--- src/rtl/ula_scheduler.sv ---
// ula_scheduler
//   Round-robin arbiter and sequencer sharing one floating-point ULA
//   (add/mult datapath with start/done handshake) among N requesters.
//   Per operation: IDLE picks a winner and registers its operands, CLR
//   pulses gnt and ula_reset (the ULA latches DONE until reset, so every
//   launch is preceded by a clearing reset), LAUNCH pulses ula_start, WAIT
//   holds until ula_done, RESP returns the result as a one-cycle pulse.
//
// Handshake: a requester holds req and its operands until it sees its gnt
//   bit. Operands are captured on the same edge that gnt rises, so later
//   changes have no effect. req still high back in IDLE is a new request.
//   rsp_valid is a one-cycle pulse; rsp_c/rsp_sign hold until the next
//   response.
//
// Configuration macro: ULA_SCHED_TIMEOUT_EN. When defined, WAIT is bounded
//   by TIMEOUT cycles and an expired wait answers with rsp_err=1, rsp_c=0,
//   rsp_sign=0 and a ula_reset pulse in the RESP cycle. When undefined,
//   WAIT is unbounded and rsp_err is constant 0.
//
// Ports:
//   clk, reset                      clock, synchronous active-high reset
//   req, req_op                     per-requester request level and op
//   req_a, req_b                    packed 29-bit magnitudes, slot i at [29*i +: 29]
//   req_sign_a, req_sign_b          per-requester operand signs
//   gnt, rsp_valid                  one-hot one-cycle pulses
//   rsp_c, rsp_sign, rsp_err        response data and timeout flag
//   ula_reset, ula_start, ula_op,
//   ula_a, ula_b, ula_sign_a/b      ULA controls and operands
//   ula_c, ula_sign_c, ula_done     ULA results
//   dbg_state                       current FSM state (IDLE=0 .. RESP=4)
module ula_scheduler #(
  parameter int N       = 2,
  parameter int TIMEOUT = 40
) (
  input  logic              clk,
  input  logic              reset,
  input  logic [N-1:0]      req,
  input  logic [N-1:0]      req_op,
  input  logic [29*N-1:0]   req_a,
  input  logic [29*N-1:0]   req_b,
  input  logic [N-1:0]      req_sign_a,
  input  logic [N-1:0]      req_sign_b,
  output logic [N-1:0]      gnt,
  output logic [N-1:0]      rsp_valid,
  output logic [28:0]       rsp_c,
  output logic              rsp_sign,
  output logic              rsp_err,
  output logic              ula_reset,
  output logic              ula_start,
  output logic              ula_op,
  output logic              ula_sign_a,
  output logic              ula_sign_b,
  output logic [28:0]       ula_a,
  output logic [28:0]       ula_b,
  input  logic [28:0]       ula_c,
  input  logic              ula_sign_c,
  input  logic              ula_done,
  output logic [2:0]        dbg_state
);

  localparam int PW = (N > 1) ? $clog2(N) : 1;

  typedef enum logic [2:0] {
    S_IDLE   = 3'd0,
    S_CLR    = 3'd1,
    S_LAUNCH = 3'd2,
    S_WAIT   = 3'd3,
    S_RESP   = 3'd4
  } state_t;

  state_t          r_state, w_next;
  logic [PW-1:0]   r_ptr, r_win, w_win;
  logic            w_found;
  logic            r_op, r_sign_a, r_sign_b, r_rsp_sign;
  logic [28:0]     r_a, r_b, r_rsp_c;

`ifdef ULA_SCHED_TIMEOUT_EN
  localparam int CW = $clog2(TIMEOUT + 1);
  logic [CW-1:0]   r_cnt;
  logic            r_rsp_err;
  logic            w_tmo;
`endif

  // (p + k) mod N, for N that need not be a power of two.
  function automatic logic [PW-1:0] wrap_idx(input logic [PW-1:0] p, input int k);
    int s;
    s = (int'(p) + k) % N;
    return PW'(s);
  endfunction

  // Round-robin search starting just after the last winner; k=N comes back
  // to the last winner itself so a lone requester is still served.
  always_comb begin
    w_found = 1'b0;
    w_win   = r_ptr;
    for (int k = 1; k <= N; k++) begin
      if (!w_found && req[wrap_idx(r_ptr, k)]) begin
        w_found = 1'b1;
        w_win   = wrap_idx(r_ptr, k);
      end
    end
  end

  always_ff @(posedge clk) begin
    if (reset) r_state <= S_IDLE;
    else       r_state <= w_next;
  end

  always_comb begin
    w_next    = r_state;
    gnt       = '0;
    rsp_valid = '0;
    ula_start = 1'b0;
`ifdef ULA_SCHED_TIMEOUT_EN
    w_tmo     = 1'b0;
`endif
    case (r_state)
      S_IDLE:   if (w_found) w_next = S_CLR;
      S_CLR: begin
        gnt[r_win] = 1'b1;
        w_next     = S_LAUNCH;
      end
      S_LAUNCH: begin
        ula_start = 1'b1;
        w_next    = S_WAIT;
      end
      S_WAIT: begin
        if (ula_done) w_next = S_RESP;
`ifdef ULA_SCHED_TIMEOUT_EN
        // r_cnt counts completed WAIT cycles; this is the TIMEOUT-th one.
        else if (r_cnt == CW'(TIMEOUT - 1)) begin
          w_next = S_RESP;
          w_tmo  = 1'b1;
        end
`endif
      end
      S_RESP: begin
        rsp_valid[r_win] = 1'b1;
        w_next           = S_IDLE;
      end
      default:  w_next = S_IDLE;
    endcase
  end

  // Operand capture happens only on the IDLE->CLR edge, so operands stay
  // frozen from CLR through RESP regardless of requester activity.
  always_ff @(posedge clk) begin
    if (reset) begin
      r_ptr      <= PW'(N - 1);
      r_win      <= '0;
      r_op       <= 1'b0;
      r_a        <= '0;
      r_b        <= '0;
      r_sign_a   <= 1'b0;
      r_sign_b   <= 1'b0;
      r_rsp_c    <= '0;
      r_rsp_sign <= 1'b0;
    end else begin
      if (r_state == S_IDLE && w_found) begin
        r_win    <= w_win;
        r_ptr    <= w_win;
        r_op     <= req_op[w_win];
        r_a      <= req_a[int'(w_win)*29 +: 29];
        r_b      <= req_b[int'(w_win)*29 +: 29];
        r_sign_a <= req_sign_a[w_win];
        r_sign_b <= req_sign_b[w_win];
      end
      if (r_state == S_WAIT && ula_done) begin
        r_rsp_c    <= ula_c;
        r_rsp_sign <= ula_sign_c;
      end
`ifdef ULA_SCHED_TIMEOUT_EN
      else if (w_tmo) begin
        r_rsp_c    <= '0;
        r_rsp_sign <= 1'b0;
      end
`endif
    end
  end

`ifdef ULA_SCHED_TIMEOUT_EN
  always_ff @(posedge clk) begin
    if (reset) begin
      r_cnt     <= '0;
      r_rsp_err <= 1'b0;
    end else begin
      if (r_state == S_LAUNCH)    r_cnt <= '0;
      else if (r_state == S_WAIT) r_cnt <= r_cnt + CW'(1);
      if (r_state == S_WAIT && ula_done) r_rsp_err <= 1'b0;
      else if (w_tmo)                    r_rsp_err <= 1'b1;
    end
  end

  // The aborted ULA may still be mid-operation; the RESP-cycle reset
  // puts it back into a known state.
  assign ula_reset = reset | (r_state == S_CLR) | ((r_state == S_RESP) & r_rsp_err);
  assign rsp_err   = r_rsp_err;
`else
  assign ula_reset = reset | (r_state == S_CLR);
  assign rsp_err   = 1'b0;
`endif

  assign ula_op     = r_op;
  assign ula_a      = r_a;
  assign ula_b      = r_b;
  assign ula_sign_a = r_sign_a;
  assign ula_sign_b = r_sign_b;
  assign rsp_c      = r_rsp_c;
  assign rsp_sign   = r_rsp_sign;
  assign dbg_state  = r_state;

endmodule

--- config.mk ---
export PLATFORM = sky130hd
export DESIGN_NAME = ula_scheduler
export DESIGN_NICKNAME = d
export VERILOG_FILES = /design/src/rtl/ula_scheduler.sv
export SDC_FILE = /design/constraint.sdc
export NUM_CORES = 1
export LEC_CHECK = 0
export BUFFER_PORTS_ARGS = -buffer_cell sky130_fd_sc_hd__clkbuf_2
export CAP_MARGIN = 20
export CORE_MARGIN = 2
export CORE_UTILIZATION = 39
export CTS_CLUSTER_DIAMETER = 30
export DETAILED_ROUTE_END_ITERATION = 10
export PLACE_DENSITY = 0.82
export SKIP_CTS_REPAIR_TIMING = 1
export SYNTH_ARGS = -nofsm -noshare
export SYNTH_HDL_FRONTEND = slang
export SYNTH_SLANG_ARGS = --single-unit
--- constraint.sdc ---
create_clock -name clk -period 1.26 [get_ports clk]
set_input_delay 0.189 -clock clk [delete_from_list [all_inputs] [get_ports clk]]
set_output_delay 0.189 -clock clk [all_outputs]
set_load 0.005 [all_outputs]
=== After elaboration in Yosys (flattened, before gate mapping) ===
Index checks and enable logic that the tools add are counted.

* Word-level logic and storage cells: 56
* Memory bits (read-only): 0
* RAM bits: 0
* Bits in latches: 0
* Memories: 0
* Flip-flop bits (word level): 96
* Output and inout bits: 101

* Multipliers: 1
* Reduce and logical (&&, ||, !) cells: 7
* Add/sub/neg operators: 2
* Equal/unequal tests: 6
* Shifts and indexed selects: 2
* Mux-type cells: 22
* Bitwise operators: 1
* Div/mod/pow operators: 0
* Order comparisons: 5

{| class="wikitable"
|+ Operators with widths
! kind !! number
|-
| indexed part select 58 x 32 -> 29 bit || 1
|-
| indexed part select 58 x 7 -> 29 bit || 1
|-
| two-way mux 1 bit || 16
|-
| one-hot mux 3 bit (4 select lines) || 1
|-
| less-than comparator 1 x 2 -> 1 bit, second input constant || 4
|-
| == test 3 x 2 -> 1 bit, second input constant || 2
|-
| multiplier 1 x 5 -> 6 bit, second input constant || 1
|-
| two-way mux 3 bit || 2
|-
| logical AND 1 bit || 4
|-
| two-way mux 2 bit || 2
|-
| inequality test 2 bit, second input constant || 2
|-
| == test 3 x 1 -> 1 bit, second input constant || 1
|-
| == test 3 bit, second input constant || 1
|-
| logical NOT 3 bit || 1
|-
| adder 1 bit, second input constant || 2
|-
| AND reduction 2 bit || 1
|-
| demux 1 bit (select 1 bit) || 1
|-
| >= comparator 1 bit, second input constant || 1
|-
| logical NOT 1 bit || 1
|-
| OR 1 bit || 1
|}

=== Logic depth before layout (Yosys ltp) ===
* Word-level depth: 9
* Mapped depth: 6

=== Least setup slack after synthesis ===
Ideal clock, no wire load.

* Path type: register to register
* Start point: reg r_state[0] (netlist: dbg_state[0])
* End point: reg r_b[10] (netlist: ula_b[10])
* Required time: 1.127 ns
* Library setup time: 0.133 ns
* Slack: -0.164 ns
* Data arrival time: 1.291 ns
* Stages on the path, launching flop included: 7
* Cell sequence: dfxtp_1 -> clkbuf_1 -> nor3_4 -> and2_1 -> buf_4 -> buf_2 -> a311oi_1

* Longest elaborated chain between the ends: 2

{| class="wikitable"
|+ RTL lines
! element !! RTL line !! RTL
|-
| from (decl) || 71 || <nowiki>state_t r_state, w_next;</nowiki>
|-
| from (signal assigned) || 106 || <nowiki>else r_state <= w_next;</nowiki>
|-
| logical NOT 3 bit || 159 || <nowiki>if (r_state == S_IDLE && w_found) begin</nowiki>
|-
| logical AND 1 bit || 159 ||
|-
| to (signal assigned) || 164 || <nowiki>r_b <= req_b[int'(w_win)*29 +: 29];</nowiki>
|-
| to (decl) || 75 || <nowiki>logic [28:0] r_a, r_b, r_rsp_c;</nowiki>
|}

Every way passes these cells.
A chain may end at the register's enable or synchronous reset.

=== Final worst setup path ===
* Start point: reg r_state[0] (netlist: dbg_state[0])
* End point: reg r_b[26] (netlist: ula_b[26])

The elaborated chain is that of the path after synthesis.

==> flow_metrics.tcl <==
set metrics [dict create \
    synth_area_leaders "dfxtp_1 45%, a311oi_1 13%, a21oi_1 11%, nand3_1 7.2%, o21ai_0 7.2%" \
    fin_skew_ps 8.721 \
    final_layout_size_suffix_gt1_share_pct 53.40 \
    max_stage_delay_ps 370 \
    start_kind "flip-flop" \
    n_antenna_cell 0 \
    rr_worst_depth 5 \
    pre_cts_ws_ps -187.7 \
    final_max_slew_viol_count 0 \
    critPathArrivalTime_ps 1760 \
    p_per_area_nw_per_um2 1222 \
    irDropWorstVdd_v 0.0007097 \
    cts_tree "built" \
    cts_made_buffers 9 \
    highest_layer "met4" \
    rsz0062_at_grt "true" \
    wl_met2_um 8597 \
    max_freq_mhz 661.5 \
    grt_pass1_wl_um 21540 \
    outcome "finished, violations left" \
    crit_fanout 6 \
    nFillCells 880 \
    fin_hold_ws_ps 40.78 \
    drt-wirelength-per-cell_um 18.22 \
    timing.rr.start "dbg_state[0]" \
    synth_nets 686 \
    synth_top_area_cell "dfxtp_1" \
    hold_viol 0 \
    maxCapViolations 0 \
    fin_ws_ps -251.7 \
    slew_headroom_pct 58.91 \
    ys_ff_latch 96 \
    grt_max_degree 46 \
    yosysUniqueCellTypes 28 \
    htree_levels 3 \
    drc_errors 0 \
    slowest_stage "dfxtp_4" \
    fin_total_pwr_mw 8.583 \
    regToRegSetupSlack_ps -250 \
    crit_buf_inv 2 \
    wl_met3_um 1459 \
    wirelength_met1_um 6482 \
    r2r_end "ula_b[26]" \
    postRouteWirelength_um 17020 \
    fin_crit_ps 1512 \
    hp-start "ula_c[5]" \
    gp_congestion 0.8091 \
    overflow 0 \
    syn_area_per_cell_um2 7.997 \
    dr.pass1.iters 5 \
    end_kind "flip-flop" \
    num_rows 38 \
    crit_family "flip-flops" \
    clkTransAtPathRegs_ps 100 \
    dieArea_um2 11700 \
    grt_pass1_vias 4573 \
    hold_depth 3 \
    die_x_um 108.2 \
    ant_nets 0 \
    yosysTopAreaCellShare_pct 45.43 \
    clkLatencyLatePin_ps 360 \
    die_h_um 108.2 \
    initial_core_util_pct 39.54 \
    routed_via_density 5.718 \
    ys_seq_area_share_pct 45.43 \
    port_buffers 256 \
    cellLeakagePower_nw 3.107 \
    grt_use_total_pct 22.87 \
    hold_path_class "input pin to flip-flop" \
    post-dp-hpwl_um 9932 \
    min_to "rsp_c[5]" \
    path_cells "nor3_4, buf_6, clkbuf_16, a21oi_1, a311oi_1" \
    nNetsFinal 946 \
    core_area_um2 10700 \
    final_cells 934 \
    critPathRequiredTime_ps 1510 \
    finalCritPeriodShare_pct 120.0 \
    vias 5341 \
    top_level_ports 258 \
    netlist_instances 529 \
    clock_path_buffers 2 \
    violations "setup timing" \
    dp_cells 888 \
    synth_area_um2 4230 \
    syn2layout_area_growth_pct 65.96 \
    tightest_slew_ps 616.4 \
    setup_viol 99 \
    antenna_found_initial 0 \
    critPathKind "flip-flop to flip-flop" \
    drt_iter0_drc 429 \
    cts.sinks 96 \
    cts_root_buf "clkbuf_8" \
    yosysWarnings 0 \
]
cell type report:
class                      count  area, µm²  area share [%]
inverter                       3      11.26          0.1604
multi-input combinational    363       2431           34.63
tap                          140      175.2           2.495
sequential                    96       1934           27.55
clock inverter                 6      66.31          0.9446
clock buffer                  10      137.6           1.960
timing repair buffer         316       2265           32.26
registers in the layout, summed over array words and instances, names as in the netlist:
name,flops
ula_sign_a,1
ula_a,29
r_win,1
dbg_state,3
r_ptr,1
ula_sign_b,1
ula_op,1
ula_b,29
rsp_sign,1
rsp_c,29
through the flow:
stage          area (µm²)  setup TNS, ps  utilization [%]
2_1_floorplan        4287          -5968                -
3_3_place_gp         5834          -6052            54.54
3_5_place_dp         5834          -7355            54.54
4_1_cts              6038         -11480            56.44
5_1_grt              7020         -18420            65.63
6_report             7020         -12790            65.63
worst max path at each step:
stage          depth (start not counted)         to  slack (ps)          from
5_1_grt                                5  ula_b[26]        -360  dbg_state[0]
4_1_cts                                3     gnt[0]        -420  dbg_state[1]
6_report                               5  ula_b[26]        -250  dbg_state[0]
3_5_place_dp                           4  ula_b[21]        -190  dbg_state[1]
2_1_floorplan                          6      r_ptr        -100  dbg_state[0]
3_3_place_gp                           4  ula_a[20]        -130  dbg_state[1]
layout by cell type, fill, tap and decap left out, types with 15 or more instances in the layout:
cell / netlist / final
buf_4: 2 / 15
a311oi_1: 61 / 39
clkbuf_2: 0 / 250
buf_12: 0 / 18
dfxtp_1: 96 / 92
o21ai_0: 61 / 61
a311oi_2: 0 / 22
nand2_1: 62 / 50
nand3_1: 61 / 61
a21oi_1: 92 / 51
a21oi_2: 0 / 41
routing by layer:
metal,vias to the layer above,global-route usage (%)
li1,2479,-
met1,2511,26.43
met2,302,40.12
met3,49,6.631
met4,0,8.242
met5,-,0
cells in the mapped netlist:
library cell  number
a311oi_1          61
buf_1              1
and3_1             2
inv_1              3
clkbuf_1          46
nand2_1           62
nor2_1             4
dfxtp_1           96
buf_4              2
buf_2             18
or2_0              1
o21ai_0           61
nor4_1             1
and2_1             3
o21bai_1           1
nor2b_1            1
nand4b_1           1
nand3_1           61
a211oi_1           1
o211ai_1           2
or2_2              2
conb_1             1
nor3b_1            2
and4b_1            1
nor3_4             1
nand2b_1           1
a21bo_2            1
a21oi_1           92
worst min-delay path: cells and delay by family:
family                 cells  cell delay [ps]
buffers and inverters      1               80
AOI/OAI and AO/OA          1               50
and+or+nand+nor            1               40
report_power, final:
part / internal [mW] / leakage (nW) / switching, mW
Combinational: 1.50 / 2.21 / 1.41
Clock: 0.981 / 0.107 / 1.12
Sequential: 3.35 / 0.791 / 0.221
logic make-up after synthesis:
| logic type | Yosys count | synth area share [%] |
|---|---|---|
| and+or+nand+nor | 143 | 15.88 |
| DFF | 96 | 45.43 |
| buffers and inverters | 70 | 6.921 |
| other | 1 | 0.08865 |
| AOI/OAI and AO/OA | 219 | 31.68 |
(Power assumes the default switching activity.)
